[config.mk]
export PLATFORM = sky130hd
export DESIGN_NAME = dmem_store_buffer
export DESIGN_NICKNAME = d
export VERILOG_FILES = /design/src/rtl/dmem_pkg.sv /design/src/rtl/sb_fwd_select.sv /design/src/rtl/dmem_store_buffer.sv
export SDC_FILE = /design/constraint.sdc
export NUM_CORES = 1
export LEC_CHECK = 0
export ABC_AREA = 1
export BUFFER_PORTS_ARGS = -buffer_cell sky130_fd_sc_hd__buf_2
export CORE_AREA = 2 2 213 215
export CTS_CLUSTER_SIZE = 8
export DETAILED_ROUTE_END_ITERATION = 7
export DIE_AREA = 0 0 215 217
export GPL_TIMING_DRIVEN = 0
export PLACE_DENSITY_LB_ADDON = 0.12
export SLEW_MARGIN = 20
export SYNTH_ARGS = -nofsm -noshare
export SYNTH_HDL_FRONTEND = slang
export SYNTH_SLANG_ARGS = --single-unit
[constraint.sdc]
create_clock -name clk -period 5.4 [get_ports clk]
set_input_delay 0.81 -clock clk [delete_from_list [all_inputs] [get_ports clk]]
set_output_delay 0.81 -clock clk [all_outputs]
set_load 0.05 [all_outputs]
[src/rtl/dmem_pkg.sv]
// Shared types and default sizes for the data-memory store buffer.
package dmem_pkg;

  localparam int SB_DEPTH  = 4;
  localparam int SB_ADDR_W = 32;
  localparam int SB_DATA_W = 32;
  localparam int SB_IDX_W  = $clog2(SB_DEPTH);

  typedef struct packed {
    logic [SB_ADDR_W-1:0] addr;
    logic [SB_DATA_W-1:0] data;
  } sb_entry_t;

endpackage

[src/rtl/sb_fwd_select.sv]
// Youngest-match load forwarding selector over the store buffer entries.
module sb_fwd_select
  import dmem_pkg::*;
#(
  parameter int DEPTH  = SB_DEPTH,
  parameter int ADDR_W = SB_ADDR_W,
  parameter int DATA_W = SB_DATA_W,
  parameter int IDX_W  = $clog2(DEPTH)
) (
  input  sb_entry_t          entries [DEPTH],
  input  logic [DEPTH-1:0]   valid,
  input  logic [IDX_W-1:0]   head,
  input  logic [ADDR_W-1:0]  ld_addr,
  output logic               ld_hit,
  output logic [DATA_W-1:0]  ld_data
);

  logic [IDX_W-1:0] idx;
  logic             unused_ld_lsb;

  assign unused_ld_lsb = ^ld_addr[1:0];

  // Walk oldest to youngest so the last match written is the youngest one.
  always_comb begin
    ld_hit  = 1'b0;
    ld_data = '0;
    idx     = '0;
    for (int k = 0; k < DEPTH; k++) begin
      idx = head + IDX_W'(k);
      if (valid[idx] && (entries[idx].addr[ADDR_W-1:2] == ld_addr[ADDR_W-1:2])) begin
        ld_hit  = 1'b1;
        ld_data = entries[idx].data;
      end
    end
  end

endmodule

[src/rtl/dmem_store_buffer.sv]
// Posted-write FIFO between the core store port and data memory, with load forwarding.
module dmem_store_buffer
  import dmem_pkg::*;
#(
  parameter int DEPTH  = SB_DEPTH,
  parameter int ADDR_W = SB_ADDR_W,
  parameter int DATA_W = SB_DATA_W
) (
  input  logic              clk,
  input  logic              reset,
  input  logic              MemWrite,
  input  logic [ADDR_W-1:0] DataAdr,
  input  logic [DATA_W-1:0] WriteData,
  output logic              stall,
  input  logic [ADDR_W-1:0] ld_addr,
  output logic              ld_hit,
  output logic [DATA_W-1:0] ld_data,
  output logic              mem_we,
  output logic [ADDR_W-1:0] mem_addr,
  output logic [DATA_W-1:0] mem_wdata,
  input  logic              mem_ready,
  output logic              empty
);

  localparam int IDX_W = $clog2(DEPTH);

  sb_entry_t        entries [DEPTH];
  logic [IDX_W-1:0] head;
  logic [IDX_W-1:0] tail;
  logic [IDX_W:0]   count;
  logic [DEPTH-1:0] valid;
  logic [IDX_W-1:0] offs;
  logic             full;
  logic             enq;
  logic             pop;

  assign full      = (count == (IDX_W+1)'(DEPTH));
  assign enq       = MemWrite && !full;
  assign pop       = mem_we && mem_ready;
  assign stall     = MemWrite && full;
  assign mem_we    = (count != '0);
  assign empty     = (count == '0);
  assign mem_addr  = entries[head].addr;
  assign mem_wdata = entries[head].data;

  always_ff @(posedge clk) begin
    if (reset) begin
      head  <= '0;
      tail  <= '0;
      count <= '0;
    end else begin
      if (enq) tail <= tail + 1'b1;
      if (pop) head <= head + 1'b1;
      case ({enq, pop})
        2'b10:   count <= count + 1'b1;
        2'b01:   count <= count - 1'b1;
        default: count <= count;
      endcase
    end
  end

  // Entry storage carries no reset; validity comes solely from head/count.
  always_ff @(posedge clk) begin
    if (enq) entries[tail] <= '{addr: DataAdr, data: WriteData};
  end

  always_comb begin
    valid = '0;
    offs  = '0;
    for (int i = 0; i < DEPTH; i++) begin
      offs     = IDX_W'(i) - head;
      valid[i] = ({1'b0, offs} < count);
    end
  end

  sb_fwd_select #(
    .DEPTH  (DEPTH),
    .ADDR_W (ADDR_W),
    .DATA_W (DATA_W),
    .IDX_W  (IDX_W)
  ) u_fwd (
    .entries (entries),
    .valid   (valid),
    .head    (head),
    .ld_addr (ld_addr),
    .ld_hit  (ld_hit),
    .ld_data (ld_data)
  );

endmodule

==> metrics.txt, run 1 <==
1st-iter DRT viols 2148; Rows 78; Req. time, crit path 4.59 ns; # Max-Cap Violations 0; post-synth top area cell edfxtp_1; number of I/O pins 200; CP Launch Type flip-flop; Setup TNS 0 ns; status finished clean; Hold Buf Count CTS 0; placed cells 3445; Setup-failing EPs final 0; Die H 217 um; wire per inst 20.8 um; syn_nets 2745; GR Overflow Total 0; post-route clock period utilization 98.1%; post-synthesis cell type count 36; TritonCTS clock tree built; worst hold path class in2reg; Worst slew margin 33.9%; RSZ-0062 raised after global routing no; NumNets Final 2995; H-tree levels 2; fraction of layout cells with a size suffix above 1 13.2%; Starting Density 41.1%; Vias/cell 5.46; GPL Wtd Cong 0.976; Synth-to-Final Area Change 17.6%; Synth Cell Area 18400 sq um; root buffer cell clkbuf_16; cts bufs inserted 39; Least-Margin Pin Slew 0.992 ns; critical path peak fanout 10; core footprint 44700 sq um; GRT Total Usage 30.8%; cell count after synthesis 2635; WL final 72900 um; I/O Buffers 197; post-synthesis sequential area ratio 42.6%; number of flops mapped to enable cells by yosys 256; total power 0.0124 W; Clock Latency Late Sink 0.56 ns; fillcell total 4524; largest net degree at the start of global routing 22; initial antenna violation count 5; critical path type reg2out; crit path time final 5.30 ns; Final Non-Filler Cells 3501; endpoints failing hold 0; Pwr per Cell Area 576 nW/um^2; drt first pass iters 6; Setup Skew 0.0240 ns; top post-synthesis cells by area edfxtp_1 42%, nand2_1 26%, nand3_1 7.6%, inv_1 4.9%, o21ai_0 4.4%; ys async rst share 0%; global-route wire length before repair 108000 um; CTS Sinks 263; Die ar. 46700 sq um; Warnings, synthesis 0; Data arrival, critical path 4.49 ns; Chip Width 215 um; vias in the first global route 17.7k; Leak 10.6 nW; share of the synthesized area in the top cell type 41.9%; Yosys reg bits 263; final instance area 21600 sq um; Worst IR Drop VDD 0.399 mV; Reg clk slew, reported paths 0.05 ns; via count 19.1k; dpl hpwl 54300 um; ys flop type edfxtp_1; clk buf depth 3; Worst setup EP type output pin; Mean Syn Cell Area 6.97 sq um; DRC viols 0; ANT nets after route 0; FMAX 189 MHz; Max Slew Vio Count 0; Placement Cell Area 20400 sq um
-- cells in the final DEF, fill, tap and decap left out, types with 5 or more instances in the layout --
cell	netlist	final
a21oi_1	9	9
buf_1	12	12
buf_12	0	6
buf_16	0	8
buf_2	61	246
buf_4	17	27
buf_6	17	17
clkbuf_1	38	42
clkbuf_16	0	40
dfxtp_1	7	7
edfxtp_1	256	256
ha_1	9	9
inv_1	241	241
inv_2	6	6
mux2i_1	31	31
nand2_1	1291	1290
nand2_2	4	5
nand3_1	280	280
nand4_1	41	41
nor2_1	55	49
nor2_4	1	5
nor3_1	5	5
o211ai_1	5	5
o21ai_0	161	161
o21ai_1	7	7
or2_2	6	6
xor2_1	55	55
-- path summary, 6_finish.rpt --
kind	start	to	slack [ns]	cells after the start
hold / removal	reset	count[1]$_SDFFE_PP0P_	0.43	2
hold reg to reg	count[1]$_SDFFE_PP0P_	count[1]$_SDFFE_PP0P_	0.52	2
setup / recovery	head[1]$_SDFFE_PP0P_	ld_data[30]	0.10	17
setup reg to reg	head[1]$_SDFFE_PP0P_	head[1]$_SDFFE_PP0P_	2.53	7
-- sequential cells by signal, summed over array words and instances (netlist names) --
name / count
entries: 256
count: 3
head: 2
tail: 2
-- through the flow --
stage          hold slack (ns)  setup slack, ns  utilization (%)
2_1_floorplan            0.481             1.25                -
3_3_place_gp             0.499            -1.91             45.0
3_5_place_dp             0.513           -0.236             45.7
4_1_cts                  0.408          0.00306             48.2
5_1_grt                  0.433           0.0125             48.3
6_report                 0.431            0.103             48.3
-- kinds of logic (layout without fill, tap and decap cells) --
logic type      Yosys count  count (layout)  synth area share, %
buf+inv                 395             657                 9.56
compound gates          186             186                 5.19
fa+ha+maj                10              10                0.722
xor+xnor                 55              55                 2.62
simple gates           1695            1695                 37.6
flops                   263             263                 42.6
mux                      31              31                 1.69
other cells               0               4                    0
-- synth_stat cells, types with 4 or more instances --
library cell  instances
nand3_1             280
nor2_1               55
a21oi_1               9
inv_2                 6
buf_6                17
mux2i_1              31
o21ai_1               7
nand2_2               4
nand2_1            1291
buf_4                17
ha_1                  9
dfxtp_1               7
edfxtp_1            256
and2_1                4
xor2_1               55
buf_2                61
nand4_1              41
buf_1                12
clkbuf_1             38
inv_1               241
or2_2                 6
o211ai_1              5
o21ai_0             161
nor3_1                5
-- final cells by class --
type | count | area (sq um) | share of cell area (%)
antenna | 4 | 10.0 | 0.0464
buffer | 141 | 817 | 3.79
clock buffer | 48 | 1030 | 4.78
clock inverter | 5 | 37.5 | 0.174
inverter | 250 | 943 | 4.37
multi-input combinational | 1977 | 8810 | 40.8
sequential | 263 | 7830 | 36.3
tap | 600 | 751 | 3.48
timing repair buffer | 213 | 1350 | 6.26
-- power breakdown --
group | switching [W] | total [W] | internal [W]
sequential | 0.0000919 | 0.00255 | 0.00246
combinational | 0.00575 | 0.00768 | 0.00193
clock | 0.000875 | 0.00220 | 0.00132
-- timing repair --
action | CTS | global route
gates resized for setup | 15 | 10
setup buffers | 3 | 0
pin swaps | 1 | 0
setup endpoints to repair | 33 | 32
-- metal layers --
| metal | vias to the layer above | global-route usage [%] | part of all wire (%) |
|---|---|---|---|
| met5 | - | 0 | 0.036 |
| li1 | 8945 | - | - |
| met4 | 4 | 12.7 | 4.0 |
| met2 | 1123 | 46.4 | 43 |
| met3 | 165 | 5.32 | 11 |
| met1 | 8892 | 44.0 | 42 |
-- critical path, cell delays in order (launching register included) --
cell	delay, ns
dfxtp_1	0.37
buf_2	0.21
buf_1	0.73
nand3_1	0.15
nand2_1	0.12
xor2_1	0.22
nand2_1	0.10
nor3_1	0.50
nand3_1	0.24
nor2_4	0.27
buf_4	0.16
clkbuf_4	0.21
nand3_1	0.08
nand2_1	0.07
inv_1	0.04
nand2_1	0.05
nand2_1	0.13
buf_2	0.26
No activity file was read; power rests on OpenSTA's default activity.
==> run 2: changes to the inputs <==
Settings changed: ABC_AREA 1 to unset, CORE_AREA 2 2 213 215 to 2 2 204 206, DIE_AREA 0 0 215 217 to 0 0 206 208.
==> metrics.txt, run 2 <==
WL final 57600 um (-21%); commonest non-fill, non-tap cell in the layout edfxtp_1; Vias/cell 6.02 (+10%); Synth Cell Area 16900 sq um (-8.1%); ys flop type edfxtp_1; # Max-Cap Violations 0 (unchanged); reg-to-reg startpoint head[0]$_SDFFE_PP0P_; via count 13.1k (-32%); Post-synth top cells 256 x edfxtp_1, 194 x nor2_1, 136 x a21oi_1; initial antenna violation count 10 (+5); Clock Latency Late Sink 0.57 ns (about the same); Chip Width 206 um (-4.2%); critical path peak fanout 5 (-5); dpl ws -1.48 ns (-1.25 ns); Crit-path slowest cell or4b_1; NumNets Final 1731 (-42%); Pwr per Cell Area 472 nW/um^2 (-18%); Setup Skew 0.0388 ns (+0.0147 ns); vias in the first global route 13.1k (-26%); top post-synthesis cells by area edfxtp_1 46%, mux4_2 10%, mux2i_1 7.4%, xnor2_1 5.3%, mux2_2 4.4%; Final WS setup 0.105 ns (+0.00144 ns); I/O Buffers 180 (-8.6%); status finished clean; cts bufs inserted 39 (unchanged); cell count after synthesis 1363 (-48%); Reg clk slew, reported paths 0.06 ns (about the same); largest stage delay on the critical path 0.53 ns (-0.20 ns); placed cells 2081 (-40%); endpoints failing hold 0 (unchanged); 1st-iter DRT viols 992 (-54%); crit path time final 5.30 ns (-0.00144 ns); root buffer cell clkbuf_16; FMAX 189 MHz (about the same); Data arrival, critical path 4.49 ns (about the same); Worst slew margin 19.5% (-14 points); most frequent CP cell buf_12; H-tree levels 2 (unchanged); Least-Margin Pin Slew 1.21 ns (+0.215 ns); Die H 208 um (-4.1%); worst hold path class in2reg; Largest register FFs 256 (unchanged); Largest Register entries; Fin Hold WS 0.455 ns (+0.0245 ns); Yosys reg bits 263 (unchanged); Rows 74 (-5.1%); number of I/O pins 200 (unchanged); Starting Density 41.6% (+0.54 points); Setup-failing EPs final 0 (unchanged); clk buf depth 3 (unchanged); GR Overflow Total 0 (unchanged); Leak 7.02 nW (-34%); Die ar. 42800 sq um (-8.2%); core footprint 40600 sq um (-9.3%); Mean Syn Cell Area 12.4 sq um (+78%); CTS Sinks 263 (unchanged); fillcell total 3497 (-23%); Synth-to-Final Area Change 27.7%; post-synthesis sequential area ratio 46.4% (+3.7 points); critical path type reg2out; Worst IR Drop VDD 0.366 mV (-8.4%); syn_nets 1473 (-46%); GPL Wtd Cong 0.930 (-4.7%); post-synth top area cell edfxtp_1; crit-path cells buf_12 -> buf_12 -> buf_12 -> buf_12 -> xnor2_4 -> inv_2 -> ha_4 -> nor2_4 -> mux4_2 -> nor2_2 -> or4b_1 -> or4_4 -> buf_12 -> buf_12 -> a2111oi_4 -> o221ai_2 -> a21oi_4 -> buf_6; share of the synthesized area in the top cell type 45.6% (+3.7 points); fraction of layout cells with a size suffix above 1 36.7% (+24 points); post-synthesis cell type count 62 (+72%); ys async rst share 0% (unchanged); register area 7830 sq um (about the same); most frequent cells in the layout 256 x edfxtp_1, 191 x nor2_1, 168 x buf_2; Req. time, crit path 4.59 ns (about the same); Worst setup EP type output pin; top-count cell post-synth edfxtp_1; ANT nets after route 0 (unchanged); Hold Buf Count CTS 0 (unchanged); GRT Total Usage 26.6% (-4.3 points); DRC viols 0 (unchanged); Warnings, synthesis 0 (unchanged); CP Launch Type flip-flop; largest net degree at the start of global routing 40 (+82%); number of flops mapped to enable cells by yosys 256 (unchanged); TritonCTS clock tree built; drt first pass iters 5 (-1); global-route wire length before repair 84500 um (-21%); Max Slew Vio Count 0 (unchanged); area of the multi-input gates 9350 sq um (+6.1%); wire per inst 26.5 um (+27%); Worst Hold Launch DataAdr[5]; post-route clock period utilization 98.1% (about the same); top flop regs entries (256), count (3); Final Non-Filler Cells 2175 (-38%); Critical path origin head[1]$_SDFFE_PP0P_; dpl hpwl 39900 um (-26%)
run 2: cell count changes after synthesis, sizes merged, moves of 102 or more:
cell | before | now
nand2 | 1296 | 16
nand3 | 282 | 8
inv | 249 | 14
o21ai | 168 | 5
nor2 | 58 | 195
a21oi | 9 | 136
xnor2 | 0 | 102
run 2: cells by family (layout without fill, tap and decap cells):
kind of cell	after synthesis	count (layout)	share of synthesized area, %
compound gates	291	291	12.6
mux	269	269	22.2
simple gates	272	272	7.11
xor+xnor	122	122	6.33
fa+ha+maj	10	10	0.786
flops	263	263	46.4
other cells	0	5	0
buf+inv	136	411	4.61
run 2: final timing paths:
kind | slack [ns] | depth (start not counted) | endpoint
hold / removal | 0.46 | 1 | entries[165]$_DFFE_PP_
hold reg to reg | 0.55 | 2 | tail[1]$_SDFFE_PP0P_
setup / recovery | 0.10 | 18 | ld_data[26]
setup reg to reg | 2.53 | 13 | head[1]$_SDFFE_PP0P_
run 2: cell type report:
cell class                 instances  share of cell area (%)
antenna                            5                  0.0581
buffer                           119                    4.33
clock buffer                      54                    4.89
clock inverter                     4                   0.174
inverter                          14                   0.302
multi-input combinational        964                    43.4
sequential                       263                    36.3
tap                              532                    3.09
timing repair buffer             220                    7.45
run 2: power by group:
part           internal (W)  switching [W]
combinational       0.00199        0.00334
sequential          0.00248       0.000117
clock               0.00134       0.000899
run 2: worst max-delay path: cells and delay by family (launching register included):
kind,cells,cell delay (ns)
compound gates,3,0.64
xor+xnor,1,0.21
fa+ha+maj,1,0.25
buf+inv,8,1.11
flops,1,0.33
mux,1,0.25
simple gates,4,1.14
run 2: metal layers:
metal,vias up,track usage (%),part of all wire (%)
met5,-,0,0.11
met4,10,7.88,2.5
met3,103,5.42,8.1
met2,581,40.7,46
met1,6631,38.0,44
li1,5769,-,-
run 2: per-stage QoR:
stage | power (W) | util (%) | setup TNS, ns | instance area (sq um)
3_5_place_dp | 0.00756 | 46.7 | -46.84 | 18900
3_3_place_gp | 0.00753 | 46.4 | -49.28 | 18800
6_report | 0.0102 | 53.1 | 0 | 21500
5_1_grt | 0.0106 | 53.1 | -0.00177 | 21500
4_1_cts | 0.0101 | 52.5 | -0.0967 | 21300
2_1_floorplan | 0.00628 | - | 0 | 17200
run 2: what timing repair did:
action,CTS,global route
gates resized for setup,206,29
cloned,3,2
pin swaps,32,57
setup buffers,24,5
setup endpoints to repair,63,33
